$ cat config.mk
export PLATFORM = sky130hd
export DESIGN_NAME = ahb_arbiter
export DESIGN_NICKNAME = d
export VERILOG_FILES = /design/src/rtl/ahb_arbiter.sv
export SDC_FILE = /design/constraint.sdc
export NUM_CORES = 1
export LEC_CHECK = 0
export CORE_MARGIN = 2
export CORE_UTILIZATION = 45
export CTS_CLUSTER_SIZE = 25
export DETAILED_ROUTE_END_ITERATION = 7
export PLACE_DENSITY_LB_ADDON = 0.1
export RECOVER_POWER = 100
export SYNTH_ARGS = -nofsm -noshare
export SYNTH_HDL_FRONTEND = slang
export SYNTH_SLANG_ARGS = --single-unit
$ cat constraint.sdc
create_clock -name HCLK -period 1.7 [get_ports HCLK]
set_input_delay 0.17 -clock HCLK [delete_from_list [all_inputs] [get_ports HCLK]]
set_output_delay 0.17 -clock HCLK [all_outputs]
set_load 0.02 [all_outputs]
$ cat src/rtl/ahb_arbiter.sv
// ---------------------------------------------------------------------------
// ahb_arbiter
//
// Three-master AHB bus arbiter with round-robin selection, a per-owner beat
// limit that forces re-arbitration, parking on a default master when nobody
// requests, and optional locked-transfer support.
//
// Optional feature macro: ARB_LOCK_EN
//   defined   : HLOCK is honoured, the LOCKED state exists and HMASTLOCK is
//               driven from a register.
//   undefined : HLOCK is ignored, there is no LOCKED state and HMASTLOCK is 0.
//
// Parameters
//   MAX_BEATS      consecutive data beats before forced re-arbitration (1-255)
//   DEFAULT_MASTER master parked on when no master requests (0-2)
//
// Ports
//   HCLK       in   1  bus clock, all state changes on the rising edge
//   HRESET     in   1  synchronous active-high reset
//   HBUSREQ    in   3  per-master bus request, bit i = master i
//   HLOCK      in   3  per-master locked-transfer request
//   HTRANS     in   2  transfer type of the current owner (IDLE/BUSY/NONSEQ/SEQ)
//   HREADY     in   1  bus ready; every register holds while it is low
//   HGRANT     out  3  one-hot grant, registered
//   HMASTER    out  2  address-phase owner index, registered
//   HMASTLOCK  out  1  current address-phase transfer is locked, registered
// ---------------------------------------------------------------------------
module ahb_arbiter #(
    parameter int unsigned MAX_BEATS      = 8,
    parameter int unsigned DEFAULT_MASTER = 0
) (
    input  logic       HCLK,
    input  logic       HRESET,
    input  logic [2:0] HBUSREQ,
    input  logic [2:0] HLOCK,
    input  logic [1:0] HTRANS,
    input  logic       HREADY,
    output logic [2:0] HGRANT,
    output logic [1:0] HMASTER,
    output logic       HMASTLOCK
);

    localparam logic [1:0] DEF_IDX = DEFAULT_MASTER[1:0];
    localparam logic [7:0] MAX_CNT = MAX_BEATS[7:0];

    localparam logic [1:0] TR_IDLE = 2'b00;

`ifdef ARB_LOCK_EN
    typedef enum logic [1:0] {
        ST_PARK   = 2'd0,
        ST_GRANT  = 2'd1,
        ST_LOCKED = 2'd2
    } state_t;
`else
    typedef enum logic [1:0] {
        ST_PARK  = 2'd0,
        ST_GRANT = 2'd1
    } state_t;
`endif

    // -----------------------------------------------------------------------
    // Helpers
    // -----------------------------------------------------------------------
    function automatic logic [2:0] onehot(input logic [1:0] idx);
        logic [2:0] v;
        case (idx)
            2'd0:    v = 3'b001;
            2'd1:    v = 3'b010;
            default: v = 3'b100;
        endcase
        return v;
    endfunction

    function automatic logic [1:0] gnt_idx(input logic [2:0] g);
        logic [1:0] v;
        case (g)
            3'b010:  v = 2'd1;
            3'b100:  v = 2'd2;
            default: v = 2'd0;
        endcase
        return v;
    endfunction

    // First requester searching from last+1 modulo 3; last is checked last.
    function automatic logic [1:0] rr_pick(input logic [2:0] req,
                                           input logic [1:0] last);
        logic [1:0] o0;
        logic [1:0] o1;
        logic [1:0] o2;
        logic [1:0] v;
        case (last)
            2'd0: begin
                o0 = 2'd1; o1 = 2'd2; o2 = 2'd0;
            end
            2'd1: begin
                o0 = 2'd2; o1 = 2'd0; o2 = 2'd1;
            end
            default: begin
                o0 = 2'd0; o1 = 2'd1; o2 = 2'd2;
            end
        endcase
        if ((req & onehot(o0)) != 3'b000) begin
            v = o0;
        end else if ((req & onehot(o1)) != 3'b000) begin
            v = o1;
        end else begin
            v = o2;
        end
        return v;
    endfunction

    // -----------------------------------------------------------------------
    // State
    // -----------------------------------------------------------------------
    state_t     state_q,  state_d;
    logic [2:0] grant_q,  grant_d;
    logic [1:0] master_q, master_d;
    logic [7:0] beat_q,   beat_d;
`ifdef ARB_LOCK_EN
    logic       mastlock_q, mastlock_d;
    logic       owner_lock;
`else
    logic       unused_hlock;
    assign unused_hlock = ^HLOCK;
`endif

    logic owner_req;
    logic handover;
    logic arb_cond;
    logic arb_point;

    // Requests/locks are masked with the owner's one-hot rather than indexed,
    // so an impossible HMASTER value can never select an undefined bit.
    assign owner_req = |(HBUSREQ & onehot(master_q));
`ifdef ARB_LOCK_EN
    assign owner_lock = |(HLOCK & onehot(master_q));
`endif

    // A new grant has been issued but the address phase still belongs to the
    // previous owner.
    assign handover = (grant_q != onehot(master_q));

    // PARK has no real owner, so any ready cycle there may hand the bus out.
    assign arb_cond = (state_q == ST_PARK) || (HTRANS == TR_IDLE) ||
                      !owner_req || (beat_q == MAX_CNT);

    // -----------------------------------------------------------------------
    // Next-state logic
    // -----------------------------------------------------------------------
    always_comb begin
        // NOTE: every variable gets a default before any branch; a path that
        // leaves one unassigned would otherwise infer a latch.
        state_d   = state_q;
        grant_d   = grant_q;
        master_d  = master_q;
        beat_d    = beat_q;
        arb_point = 1'b0;
`ifdef ARB_LOCK_EN
        mastlock_d = mastlock_q;
`endif

        if (HREADY) begin
`ifdef ARB_LOCK_EN
            if (state_q == ST_LOCKED) begin
                // The cycle in which HLOCK drops is still the final locked
                // transfer; handover can only be considered from GRANT next.
                if (!owner_lock) begin
                    state_d    = ST_GRANT;
                    mastlock_d = 1'b0;
                end
            end else if (state_q == ST_GRANT && owner_lock && !handover) begin
                // Lock only once the owner really holds the address phase.
                state_d    = ST_LOCKED;
                mastlock_d = 1'b1;
            end else begin
                arb_point = arb_cond;
            end
`else
            arb_point = arb_cond;
`endif

            if (arb_point) begin
                if (HBUSREQ == 3'b000) begin
                    grant_d = onehot(DEF_IDX);
                    state_d = ST_PARK;
                end else begin
                    grant_d = onehot(rr_pick(HBUSREQ, master_q));
                    state_d = ST_GRANT;
                end
            end

            if (handover) begin
                master_d = gnt_idx(grant_q);
`ifdef ARB_LOCK_EN
                mastlock_d = |(HLOCK & grant_q);
`endif
            end

            // HTRANS[1] marks NONSEQ/SEQ; BUSY and IDLE are not beats.
            if (grant_d != grant_q) begin
                beat_d = 8'd0;
            end else if (HTRANS[1] && beat_q != MAX_CNT) begin
                beat_d = beat_q + 8'd1;
            end
        end
    end

    // -----------------------------------------------------------------------
    // Registers
    // -----------------------------------------------------------------------
    always_ff @(posedge HCLK) begin
        // NOTE: sequential state uses non-blocking assignments so every flop
        // samples the pre-edge values regardless of statement order.
        if (HRESET) begin
            state_q  <= ST_PARK;
            grant_q  <= onehot(DEF_IDX);
            master_q <= DEF_IDX;
            beat_q   <= 8'd0;
`ifdef ARB_LOCK_EN
            mastlock_q <= 1'b0;
`endif
        end else begin
            state_q  <= state_d;
            grant_q  <= grant_d;
            master_q <= master_d;
            beat_q   <= beat_d;
`ifdef ARB_LOCK_EN
            mastlock_q <= mastlock_d;
`endif
        end
    end

    assign HGRANT  = grant_q;
    assign HMASTER = master_q;
`ifdef ARB_LOCK_EN
    assign HMASTLOCK = mastlock_q;
`else
    assign HMASTLOCK = 1'b0;
`endif

endmodule
Word-level counts from Yosys, hierarchy flattened:

Cells that the tools add are included.

* register bits: 15
* logic and storage cells: 69

* $add $sub $neg: 1
* equality and inequality tests: 10
* mux-type cells: 32
* bitwise operators: 3
* reduce and logical (&&, ||, !) cells: 19

Operators by type and width (number)
* two-way mux 3 bit: 10
* one-hot mux 3 bit (2 select lines): 4
* two-way mux 2 bit: 11
* two-way mux 8 bit: 2
* one-hot mux 2 bit (2 select lines): 4
* zero test 2 bit: 6
* AND 3 bit: 3
* adder 8 x 1 -> 8 bit, second input constant: 1
* == test 2 x 1 -> 1 bit, second input constant: 4
* == test 8 x 4 -> 1 bit, second input constant: 1
* inequality test 8 x 4 -> 1 bit, second input constant: 1
* inequality test 3 bit: 2
* AND reduction 2 bit: 3
* nonzero test 3 bit: 2
* == test 3 x 2 -> 1 bit, second input constant: 1
* == test 3 bit, second input constant: 1
* zero test 3 bit: 1
* logical OR 1 bit: 3
* OR reduction 3 bit: 1
* nonzero test 2 bit: 1
* logical AND 1 bit: 1
* zero test 1 bit: 1
* two-way mux 1 bit: 1

Longest topological paths before layout:

Gate-level depths: netlist of run 1.

* depth after elaboration: 35
* gate-level depth with buffers: 9

Worst setup path after synthesis of run 1:

Ideal clock, no wire load.

* kind: flip-flop to flip-flop
* start point: reg master_q[1] (netlist: HMASTER[1])
* end point: reg beat_q[0]
* library setup time: 0.059 ns
* arrival: 1.835 ns
* setup slack: -0.194 ns
* stages on the path, launching flop included: 7
* period minus slack after synthesis: 1.894 ns
* cell sequence: dfxtp_1 -> o22ai_1 -> and2_4 -> o311a_1 -> buf_6 -> nor4b_4 -> mux2_2

* word-level cells in the longest chain between the ends: 26
* elaborated cells between the ends (all ways): 49
* classes of those cells: 5 x eq/ne; 29 x mux; 3 x bitwise; 12 x reduce/logical

Ends and longest elaborated chain
* start: declaration: line 117 `logic [1:0] master_q, master_d;`
* start signal: assignment: line 225 `master_q <= master_d;`
* == test 2 x 1 -> 1 bit or zero test 2 bit (tied branches): line 66, 91
* one-hot mux 2 bit (2 select lines): line 91 `case (last)`
* two-way mux 2 bit: line 183 `if (HBUSREQ == 3'b000) begin`
* two-way mux 2 bit: line 182 `if (arb_point) begin`
* two-way mux 2 bit: line 162 `if (HREADY) begin`
* == test 2 x 1 -> 1 bit or zero test 2 bit (tied branches): line 66 `case (idx)`
* one-hot mux 3 bit (2 select lines): line 66
* two-way mux 3 bit: line 102 `if ((req & onehot(o0)) != 3'b000) begin`
* (+10 left out)
* == test 2 x 1 -> 1 bit or zero test 2 bit (tied branches): line 66
* one-hot mux 3 bit (2 select lines): line 66
* two-way mux 3 bit: line 183
* two-way mux 3 bit (*): line 182
* two-way mux 3 bit (*): line 162
* inequality test 3 bit (*): line 200 `if (grant_d != grant_q) begin`
* nonzero test 2 bit (no source line)
* AND reduction 2 bit (no source line)
* end signal: assignment: line 226 `beat_q <= beat_d;`
* end: declaration: line 118 `logic [7:0] beat_q, beat_d;`

Mark *: on every way between the ends. The rest lies on a longest branch, timed or not. The select of a mux whose other input is x is not followed.
A chain may end at the register's enable or synchronous reset.

Worst setup path in the final report of run 1:

* start point: reg master_q[0] (netlist: HMASTER[0])
* end point: reg beat_q[0]

The elaborated chain is that of the path after synthesis.

==> results of run 1 <==
layout by cell type, fill, tap and decap left out, types with 2 or more instances in the layout:
| cell | netlist | routed |
|---|---|---|
| o31ai_1 | 5 | 3 |
| a32o_1 | 2 | 2 |
| nand3_1 | 6 | 5 |
| nand2_1 | 7 | 6 |
| inv_2 | 0 | 2 |
| nor2b_1 | 4 | 4 |
| clkdlybuf4s50_1 | 0 | 5 |
| nor2_1 | 14 | 13 |
| o31ai_2 | 0 | 2 |
| dlygate4sd2_1 | 0 | 3 |
| dlygate4sd3_1 | 0 | 4 |
| dfxtp_4 | 0 | 2 |
| mux2i_1 | 4 | 4 |
| a22o_1 | 5 | 5 |
| nor4b_4 | 1 | 2 |
| buf_4 | 1 | 18 |
| a21o_1 | 2 | 2 |
| inv_1 | 4 | 2 |
| dfxtp_2 | 0 | 2 |
| buf_6 | 1 | 2 |
| nor3_1 | 3 | 3 |
| dfxtp_1 | 14 | 10 |
| clkbuf_1 | 2 | 2 |
| clkbuf_4 | 0 | 3 |
| o21ai_1 | 0 | 2 |
routing by layer:
| metal | wire length (microns) | share of wire [%] | vias up |
|---|---|---|---|
| met1 | 943 | 43 | 387 |
| met2 | 1145 | 52 | 15 |
| met3 | 87 | 3.9 | 4 |
| met4 | 29 | 1.3 | 0 |
| li1 | - | - | 425 |
| met5 | 0 | 0 | - |
cell type report:
cell class | count | area (sq um)
Tap cell | 25 | 31.28
Fill cell | 138 | 481.7
Inverter | 4 | 15.01
Sequential cell | 14 | 290.3
Multi-Input combinational cell | 77 | 623.1
Clock buffer | 4 | 26.28
Timing Repair Buffer | 33 | 277.8
worst max-delay path, stage by stage, from the launching register on:
cell and delay (ns):
dfxtp_4 0.37, nand2b_4 0.14, a22oi_2 0.18, mux2i_1 0.13
o311a_4 0.35, nor4b_4 0.41, mux2_4 0.22
power by group through the flow:
stage / clock [mW] / sequential (mW) / combinational, mW
5_1_grt: 0.222 / 0.345 / 0.197
2_1_floorplan: 0 / 0.358 / 0.0881
3_3_place_gp: 0 / 0.352 / 0.155
6_report: 0.199 / 0.343 / 0.184
4_1_cts: 0.204 / 0.343 / 0.179
3_5_place_dp: 0 / 0.352 / 0.159
cell families after synthesis:
logic type,synth area share [%]
DFF,32.89
AOI/OAI and AO/OA,22.47
and+or+nand+nor,28.78
buffers and inverters,6.461
other,0.4401
adders and majority gates,2.936
muxes,6.021
registers in the layout (all words and copies together), names as in the netlist:
register,flops
HGRANT,3
HMASTER,2
beat_q,8
state_q,1
what timing repair did:
action	in CTS	in global routing
gates resized for setup	17	4
pin swaps	7	8
setup buffers	2	1
endpoints found under the hold margin	0	0
setup endpoints to repair	10	11
path summary, 6_finish.rpt:
| check | from | endpoint |
|---|---|---|
| worst min register to register | beat_q[7]$_SDFFE_PP0P_ | beat_q[7]$_SDFFE_PP0P_ |
| worst max register to register | HMASTER[0]$_SDFFE_PP0P_ | beat_q[0]$_SDFFE_PP0P_ |
| worst max-delay path | HMASTER[0]$_SDFFE_PP0P_ | beat_q[0]$_SDFFE_PP0P_ |
| worst min-delay path | HBUSREQ[2] | state_q[0]$_SDFFE_PP0P_ |
per-stage QoR:
step	hold slack, ns	instance area [sq um]	instances	util, %	power (mW)
CTS	0.4346	1244	156	71.25	0.7260
global route	0.4416	1264	157	72.40	0.7640
detailed placement	0.4996	1136	150	65.09	0.5105
finish	0.4333	1264	157	72.40	0.7265
global placement	0.4900	1136	150	65.09	0.5068
floorplan	0.3441	889.6	100	-	0.4457
==> results.sh, run 1 <==
export IMPL_dp_hpwl_microns=1588
export IMPL_ys_warnings_count=0
export IMPL_power_leakage_nw=0.5512
export IMPL_io_pins=17
export IMPL_synth_top_area_share_pct=32.89
export IMPL_drt_initial_drc_count=7
export IMPL_clock_path_buffers=2
export IMPL_end_kind="flop"
export IMPL_status="complete, but fails checks"
export IMPL_synthArstFlopShare_pct=0
export IMPL_ff2ff_setup_slack_ns=-0.15
export IMPL_path_max_fanout=6
export IMPL_synthTopCellsByArea="dfxtp_1, nor2_1, a22o_1, mux2i_1, o31ai_1"
export IMPL_power_frac_comb_pct=25.3
export IMPL_final_antenna_net_count=0
export IMPL_die_area_sq_mm=0.002258
export IMPL_clock_sinks=14
export IMPL_busiest_layer="met2"
export IMPL_place_congestion=0.8297
export IMPL_peakVddDrop_uv=481.2
export IMPL_hold_viol=0
export IMPL_wl_per_cell_microns=14.05
export IMPL_cts_root_buf="clkbuf_4"
export IMPL_num_vias=831
export IMPL_grt_pass1_wl_microns=3387
export IMPL_antenna_found_initial=0
export IMPL_cts_tree="built"
export IMPL_synthesis_area_sq_um=852.1
export IMPL_n_antenna_cell=0
export IMPL_overflow=0
export IMPL_die_x_microns=47.52
export IMPL_fin_ws_ns=-0.1506
export IMPL_report_final_slew_viol_count=0
export IMPL_dp_slack_ns=-0.4984
export IMPL_rsz0062_at_grt="yes"
export IMPL_synthTopCellsByCount="dfxtp_1, nor2_1, nand2_1"
export IMPL_syn_area_per_cell_sq_um=8.521
export IMPL_drive_gt1_share_pct=37.12
export IMPL_port_buffers=12
export IMPL_area_growth_syn_to_layout_pct=48.31
export IMPL_crit_required_ns=1.92
export IMPL_core_area_sq_mm=0.001745
export IMPL_synth_ff_type="dfxtp_1"
export IMPL_p_sw_share_pct=28.85
export IMPL_wirelength_microns=2206
export IMPL_hp_class="in -> reg"
export IMPL_finalSetupTns_ns=-0.8078
export IMPL_fmax_mhz=540.4
export IMPL_grt_pass1_vias=785
export IMPL_critPathKind="reg -> reg"
export IMPL_grtUsageTotal_pct=21.11
export IMPL_initial_utilization_pct=48.82
export IMPL_reg2reg_depth=6
export IMPL_min_period_over_period_pct=108.9
export IMPL_holdPathStages=4
export IMPL_cp_arrival_ns=2.07
export IMPL_synth_edf_count=0
export IMPL_die_h_microns=47.52
export IMPL_rows=15
export IMPL_drt_vias_per_instance=5.293
export IMPL_synth_net_count=113
export IMPL_clk_latency_ns=0.28
export IMPL_drt_pass1_iter_count=4
export IMPL_use_met3_pct=6.038
export IMPL_yosysUniqueCellTypes=38
export IMPL_clkPwrFrac_pct=27.4
export IMPL_grt_max_degree=11
export IMPL_min_period_ns=1.851
export IMPL_setup_viol=8
export IMPL_ys_ff_latch=14
export IMPL_p_switching_uw=209.6
export IMPL_use_met1_pct=24.83
export IMPL_power_frac_seq_pct=47.3
export IMPL_power_per_cell_area_mw_per_mm2=574.9
export IMPL_cts_buffers=3
export IMPL_cts_clk_slew_worst_paths_ns=0.09
export IMPL_remaining_drc_errors=0
export IMPL_maxCapViolations=0
export IMPL_netlist_instances=100
export IMPL_htreeDepth=1
export IMPL_use_met2_pct=38.11
export IMPL_crit_path_start_kind="flop"
export IMPL_synth_top_area_cell="dfxtp_1"
export IMPL_cts_hold_buf=0
export IMPL_p_int_uw=516.9
export IMPL_ys_seq_area_share_pct=32.89
export IMPL_violations="setup timing"
export IMPL_final_net_count=146
export IMPL_skew_ns=0.005362
Power figures use the tool's default switching activity.
==> run 2, diff against run 1 <==
--- a/config.mk
+++ b/config.mk
@@ -9,6 +9,7 @@
 export CORE_UTILIZATION = 45
 export CTS_CLUSTER_SIZE = 25
 export DETAILED_ROUTE_END_ITERATION = 7
+export MAX_ROUTING_LAYER = met4
 export PLACE_DENSITY_LB_ADDON = 0.1
 export RECOVER_POWER = 100
 export SYNTH_ARGS = -nofsm -noshare
==> results.sh, run 2 (same netlist as run 1, synthesis figures left out) <==
export IMPL_cp_cell_sequence="nand2b_4 > a22oi_2 > mux2i_1 > o311a_4 > nor4b_4 > mux2_4"
export IMPL_core_area_sq_mm=0.001745
export IMPL_end_kind="flop"
export IMPL_report_final_slew_viol_count=0
export IMPL_worstReg2RegEnd="beat_q[0]$_SDFFE_PP0P_"
export IMPL_finalSetupTns_ns=-0.7550
export IMPL_n_antenna_cell=0
export IMPL_power_per_cell_area_mw_per_mm2=577.5
export IMPL_mostFrequentLayoutCell="buf_4"
export IMPL_crit_slowest_cell="nor4b_4"
export IMPL_cts_hold_buf=0
export IMPL_drt_vias_per_instance=5.312
export IMPL_grtUsageTotal_pct=21.86
export IMPL_grt_pass1_wl_microns=3394
export IMPL_cp_arrival_ns=2.07
export IMPL_min_period_ns=1.843
export IMPL_rsz0062_at_grt="yes"
export IMPL_maxCapViolations=0
export IMPL_grt_pass1_vias=786
export IMPL_setup_viol=8
export IMPL_top_layer="met4"
export IMPL_clock_sinks=14
export IMPL_wirelength_microns=2260
export IMPL_violations="setup timing"
export IMPL_fin_ws_ns=-0.1432
export IMPL_status="complete, but fails checks"
export IMPL_final_antenna_net_count=0
export IMPL_crit_start="HMASTER[0]$_SDFFE_PP0P_"
export IMPL_regMostFlops="beat_q"
export IMPL_die_h_microns=47.52
export IMPL_drt_pass1_iter_count=4
export IMPL_dp_hpwl_microns=1588
export IMPL_cts_clk_slew_worst_paths_ns=0.09
export IMPL_placed_area_sq_mm=0.001136
export IMPL_cp_slowest_stage_delay_ns=0.41
export IMPL_antenna_found_initial=0
export IMPL_power_leakage_nw=0.5510
export IMPL_cts_buffers=3
export IMPL_final_core_util_pct=72.62
export IMPL_place_congestion=0.8423
export IMPL_cts_tree="built"
export IMPL_fin_area_sq_mm=0.001267
export IMPL_initial_utilization_pct=48.82
export IMPL_area_growth_syn_to_layout_pct=48.75
export IMPL_reg2reg_depth=6
export IMPL_critPathKind="reg -> reg"
export IMPL_die_area_sq_mm=0.002258
export IMPL_cp_endpoint="beat_q[0]$_SDFFE_PP0P_"
export IMPL_crit_required_ns=1.93
export IMPL_final_net_count=146
export IMPL_skew_ns=0.006799
export IMPL_hp_class="in -> reg"
export IMPL_htreeDepth=1
export IMPL_drive_gt1_share_pct=37.88
export IMPL_drt_initial_drc_count=11
export IMPL_largest_reg_flops=8
export IMPL_peakVddDrop_uv=487.6
export IMPL_met1_length_microns=982
export IMPL_port_buffers=12
export IMPL_overflow=0
export IMPL_num_vias=834
export IMPL_hold_viol=0
export IMPL_remaining_drc_errors=0
export IMPL_reg2reg_from="HMASTER[0]$_SDFFE_PP0P_"
export IMPL_min_period_over_period_pct=108.4
export IMPL_fmax_mhz=542.5
export IMPL_wl_per_cell_microns=14.39
export IMPL_clk_latency_ns=0.29
export IMPL_mostFrequentLayoutCells="buf_4, nor2_1, dfxtp_1"
export IMPL_io_pins=17
export IMPL_crit_path_start_kind="flop"
export IMPL_die_x_microns=47.52
export IMPL_cts_root_buf="clkbuf_4"
export IMPL_wl_met3_microns=82
export IMPL_ff2ff_setup_slack_ns=-0.14
export IMPL_rows=15
export IMPL_path_max_fanout=6
export IMPL_grt_max_degree=11
export IMPL_clock_path_buffers=2
export IMPL_met2_length_microns=1173
run 2: timing repair:
action	CTS	global route
buffers inserted	2	1
pin swaps	7	7
hold endpoints to repair	0	0
setup endpoints to repair	10	11
gates resized for setup	17	4
run 2: power by group:
group,switching [mW],internal (mW)
Combinational,0.0928,0.0934
Sequential,0.00977,0.334
Clock,0.111,0.0912
Total,0.214,0.518
run 2: how the worst min path moves through the flow:
stage                                 from  depth (start not counted)                 endpoint  slack (ns)
finish                          HBUSREQ[2]                          4  state_q[0]$_SDFFE_PP0P_        0.42
global route                    HBUSREQ[0]                          3  state_q[0]$_SDFFE_PP0P_        0.44
detailed placement  beat_q[7]$_SDFFE_PP0P_                          1   beat_q[7]$_SDFFE_PP0P_        0.50
global placement    beat_q[7]$_SDFFE_PP0P_                          1   beat_q[7]$_SDFFE_PP0P_        0.49
floorplan                       HBUSREQ[0]                          2  state_q[0]$_SDFFE_PP0P_        0.34
CTS                             HBUSREQ[0]                          3  state_q[0]$_SDFFE_PP0P_        0.43
run 2: stage by stage:
| stage | setup WS [ns] | power, mW | hold WS [ns] | cells |
|---|---|---|---|---|
| after floorplan | -0.1027 | 0.4457 | 0.3441 | 100 |
| after global placement | -0.4460 | 0.5068 | 0.4900 | 150 |
| after detailed placement | -0.4984 | 0.5105 | 0.4996 | 150 |
| after CTS | -0.1300 | 0.7260 | 0.4346 | 156 |
| after global routing | -0.1743 | 0.7677 | 0.4388 | 157 |
| final | -0.1432 | 0.7320 | 0.4248 | 157 |
run 2: area by class of cell:
class                      instances  area, sq um
clock buffer                       4        26.28
timing repair buffer              33        281.5
sequential                        14        290.3
tap                               25        31.28
inverter                           4        15.01
multi-input combinational         77        623.1
fill                             137        478.0
run 2: critical path, delay by kind of cell (launching register included):
family | cells | cell delay (ns)
AOI/OAI and AO/OA | 2 | 0.53
DFF | 1 | 0.37
muxes | 2 | 0.35
and+or+nand+nor | 2 | 0.55
run 2: metal layers:
layer / vias up / track usage, %
li1: 426 / -
met1: 393 / 25.06
met2: 13 / 38.11
met3: 2 / 6.038
met4: 0 / 3.889
met5: - / -
